## config.mk

```make
export PLATFORM = sky130hd
export DESIGN_NAME = fifo_wr_ctrl
export DESIGN_NICKNAME = d
export VERILOG_FILES = /design/src/rtl/fifo_wr_ctrl.sv
export SDC_FILE = /design/constraint.sdc
export NUM_CORES = 1
export LEC_CHECK = 0
export ABC_AREA = 1
export CORE_MARGIN = 4
export CORE_UTILIZATION = 46
export CTS_CLUSTER_DIAMETER = 50
export DETAILED_ROUTE_END_ITERATION = 10
export PLACE_DENSITY = 0.84
export SETUP_SLACK_MARGIN = 0.5
export SYNTH_ARGS = -nofsm -noshare
export SYNTH_HDL_FRONTEND = slang
export SYNTH_SLANG_ARGS = --single-unit
```

## constraint.sdc

```tcl
create_clock -name clk_i -period 4.2 [get_ports clk_i]
set_clock_uncertainty 0.05 [all_clocks]
set_input_delay 0.63 -clock clk_i [delete_from_list [all_inputs] [get_ports clk_i]]
set_output_delay 0.63 -clock clk_i [all_outputs]
set_load 0.02 [all_outputs]
```

## src/rtl/fifo_wr_ctrl.sv

```systemverilog
// Write-side pointer controller of the dual-clock FIFO: owns the binary/Gray
// write pointers, synchronizes the read Gray pointer in, and derives fill
// level plus full/almost-full from the write side's view.
module fifo_wr_ctrl #(
  parameter int AWIDTH          = 4,
  parameter int ALMOST_FULL_VAL = 2**AWIDTH-2
) (
  input  logic              clk_i,
  input  logic              srst_i,
  input  logic              wrreq_i,
  input  logic [AWIDTH:0]   rd_pntr_gray_i,
  output logic              wr_en_o,
  output logic [AWIDTH-1:0] wr_addr_o,
  output logic [AWIDTH:0]   wr_pntr_gray_o,
  output logic [AWIDTH:0]   usedw_o,
  output logic              full_o,
  output logic              almost_full_o
);

  localparam int PW = AWIDTH + 1;
  localparam logic [AWIDTH:0] DEPTH  = PW'(2**AWIDTH);
  localparam logic [AWIDTH:0] AF_LVL = PW'(ALMOST_FULL_VAL);

  logic [AWIDTH:0] wr_bin, wr_bin_next;
  logic [AWIDTH:0] sync1, sync2;

  // full-width Gray->binary, MSB included, so pointer wrap is handled
  function automatic logic [AWIDTH:0] gray2bin(input logic [AWIDTH:0] g);
    logic [AWIDTH:0] b;
    b[AWIDTH] = g[AWIDTH];
    for (int i = AWIDTH-1; i >= 0; i--) b[i] = b[i+1] ^ g[i];
    return b;
  endfunction

  // accept decode and next pointer; the only input-to-output comb path
  always_comb begin
    wr_en_o     = wrreq_i & ~full_o & ~srst_i;
    wr_bin_next = wr_bin + {{AWIDTH{1'b0}}, wr_en_o};
  end

  assign wr_addr_o = wr_bin[AWIDTH-1:0];

  // pointers, two-flop synchronizer and registered fill level
  always_ff @(posedge clk_i) begin
    if (srst_i) begin
      wr_bin         <= '0;
      wr_pntr_gray_o <= '0;
      sync1          <= '0;
      sync2          <= '0;
      usedw_o        <= '0;
    end else begin
      wr_bin         <= wr_bin_next;
      wr_pntr_gray_o <= wr_bin_next ^ (wr_bin_next >> 1);
      sync1          <= rd_pntr_gray_i;
      sync2          <= sync1;
      // sync1 here is what sync2 holds after this edge, so usedw_o tracks sync2
      usedw_o        <= wr_bin_next - gray2bin(sync1);
    end
  end

  // flags are pure decodes of the registered fill level
  always_comb begin
    full_o        = (usedw_o == DEPTH);
    almost_full_o = (usedw_o >= AF_LVL);
  end

  // fill level always equals write pointer minus the second-stage read pointer
  a_usedw_sync2: assert property (@(posedge clk_i)
    usedw_o == wr_bin - gray2bin(sync2));

  // outgoing Gray pointer never moves more than one bit per clock
  a_gray_step: assert property (@(posedge clk_i)
    !srst_i && !$past(srst_i) |-> $countones(wr_pntr_gray_o ^ $past(wr_pntr_gray_o)) <= 1);

endmodule

```

==> impl_metrics.json <==
{
  "viasPerCell": 4.738,
  "synth_cell_types": 23,
  "cts_buffers": 3,
  "overflow": 0,
  "critPathCaptureType": "register",
  "fin_nets": 154,
  "synth_ff_type": "dfxtp_1",
  "critPathMaxFanout": 13,
  "hold_viol": 0,
  "n_fill_cell": 164,
  "syn-cell-area_um2": 902.1,
  "syn_area_per_cell_um2": 8.127,
  "worstMarginPinSlew_ns": 0.3048,
  "min_period_over_period": 0.6781,
  "post-dp-hpwl_um": 1387,
  "place_congestion": 0.7633,
  "wirelength_um": 1709,
  "start_util": 0.5060,
  "finalSetupViolCount": 0,
  "num_rows": 15,
  "synthAdderAreaFrac": 0.09154,
  "synth_top_family_by_area": "simple AND/OR/NAND/NOR gates",
  "ant_nets": 0,
  "netlist_instances": 111,
  "multi_input_area_um2": 434.2,
  "dr_total_vias": 777,
  "post_drt_wl_per_cell_um": 10.42,
  "muxShareOfSynthArea": 0,
  "drive_above_1_share": 0.1151,
  "place_worst_setup_slack_ns": 1.027,
  "layout_commonest_cell": "clkdlybuf4s50_1",
  "power.total_w": 0.0004164,
  "dieArea_um2": 2734,
  "holdPathEnd": "usedw_o[0]$_SDFF_PP0_",
  "cts_hold_buf": 0,
  "finalSetupTns_ns": 0,
  "hold-path-cell-count": 4,
  "drv_cap": 0,
  "ctsResizeCount": 0,
  "final_cell_mix": "24 x clkdlybuf4s50_1, 19 x dfxtp_1, 18 x inv_1",
  "boundaryPins": 25,
  "place_area_um2": 1176,
  "drtPass1Iterations": 4,
  "final_cells": 164,
  "clk_pin_slew_ns": 0.10,
  "rsz0062_at_grt": "false",
  "die-height_um": 52.29,
  "postLayoutSetupSlackWorst_ns": 1.352,
  "clk_path_buf_depth": 2,
  "synth_seq_cells": 19,
  "grt_first_pass_wirelength_um": 2925,
  "hold_start": "sync1[0]$_SDFF_PP0_",
  "clkLatencyLatePin_ns": 0.29,
  "rr_startpoint": "usedw_o[2]$_SDFF_PP0_",
  "area_growth_syn_to_layout_pct": 33.29,
  "hold_class": "register to register",
  "peakVddDrop_uv": 258.2,
  "seqCellArea_um2": 380.4,
  "drt_iter0_markers": 10,
  "syn_nets": 125,
  "ys_seq_area_frac": 0.4216,
  "maxSlewHeadroom": 0.7964,
  "grt_max_degree": 14,
  "synth_edf_count": 0,
  "grt_usage": 0.1460,
  "die_w_um": 52.29,
  "synth_compound_area_frac": 0.06935,
  "postCtsSetupBuffers": 0,
  "drv_slew": 0,
  "yosysWarnings": 0,
  "worstPathRequired_ns": 4.35,
  "period_minus_slack_ns": 2.848,
  "r2r_end": "usedw_o[4]$_SDFF_PP0_",
  "htree_levels": 1,
  "worstSetupPathType": "input pin to register",
  "remaining_drc_errors": 0,
  "cts_root_buf": "clkbuf_4",
  "synth_async_sr_flop_share": 0,
  "cts_sinks": 19,
  "n_antenna_cell": 0,
  "fmax_ghz": 0.3511,
  "critPathLaunchType": "input pin",
  "yosys.area_share.simple": 0.2372,
  "core-area_um2": 1783,
  "worstPathArrival_ns": 2.99,
  "final_area_um2": 1202,
  "grt_pass1_vias": 764,
  "leakage_nw": 0.5603,
  "grt_antenna_before_repair": 0,
  "port_buffers": 24,
  "dp_cells": 160,
  "r2r_slack_ns": 1.62,
  "powerDensity_nw_per_um2": 346.3,
  "synth_xor_area_frac": 0.08322,
  "rr_worst_depth": 14,
  "cts_tree": "yes",
  "status": "finished clean"
}
[power breakdown]
| group | switching [W] | internal [W] | total, W |
|---|---|---|---|
| logic | 0.0000658 | 0.0000573 | 0.000123 |
| clock network | 0.0000526 | 0.0000370 | 0.0000897 |
| registers | 0.00000845 | 0.000195 | 0.000204 |
| total | 0.000127 | 0.000289 | 0.000416 |
[final cells by class]
class                           count  area share
Inverter                           22     0.06868
Multi-Input combinational cell     69      0.3611
Sequential cell                    19      0.3163
Clock buffer                        4     0.02185
Timing Repair Buffer               25      0.2060
Tap cell                           25     0.02601
[stage by stage]
stage,utilization,hold slack (ns)
2_1_floorplan,-,0.5351
3_3_place_gp,0.6596,0.5537
3_5_place_dp,0.6596,0.5722
4_1_cts,0.6744,0.5883
5_1_grt,0.6744,0.6336
6_report,0.6744,0.5832
[cell usage after synthesis, drive strengths merged, types with 2 or more instances]
library cell	n	area share
nor2	17	0.079
inv	22	0.092
xor2	3	0.037
a21oi	6	0.033
o21ai	5	0.028
dfxtp	19	0.42
nand2	16	0.072
nand3b	2	0.017
nand3	8	0.055
xnor2	3	0.046
ha	5	0.069
[how the worst max path moves through the flow]
stage / cells past startpoint / end / from / slack, ns
after floorplan: 12 / usedw_o[4]$_SDFF_PP0_ / usedw_o[0]$_SDFF_PP0_ / 1.31
after global placement: 13 / usedw_o[4]$_SDFF_PP0_ / srst_i / 1.14
after detailed placement: 15 / usedw_o[4]$_SDFF_PP0_ / srst_i / 1.03
after CTS: 15 / usedw_o[4]$_SDFF_PP0_ / srst_i / 1.36
after global routing: 15 / usedw_o[4]$_SDFF_PP0_ / srst_i / 1.19
final: 15 / usedw_o[4]$_SDFF_PP0_ / srst_i / 1.35
[logic make-up (layout without fill, tap and decap cells)]
group                    Yosys count  count (layout)
flip-flops                        19              19
buffers and inverters             23              51
XOR/XNOR                           6               6
adder cells (fa/ha/maj)            6               6
AO/OA/AOI/OAI                     12              12
AND/OR/NAND/NOR                   45              45
[worst max-delay path: stages]
cell and delay (ns):
clkdlybuf4s50_1 0.46, buf_4 0.19, inv_1 0.13, nand3b_1 0.10, inv_1 0.05, ha_1 0.28
inv_1 0.11, ha_1 0.18, inv_1 0.05, fa_1 0.41, nand2_1 0.07, nand3b_1 0.13
nand3_1 0.09, nand2_1 0.06, nor2_1 0.04
[per-layer routing]
metal,vias up,wire [um],part of all wire,global-route usage
met5,-,0,0,0
met4,0,45,0.026,0.07660
met3,7,106,0.062,0.03419
met2,26,891,0.52,0.2727
met1,345,665,0.39,0.1466
li1,399,-,-,-
[sequential cells by signal, summed over array words and instances (netlist names)]
register	count
wr_pntr_gray_o	5
wr_bin	4
sync1	5
usedw_o	5
No activity file was read; power rests on OpenSTA's default activity.
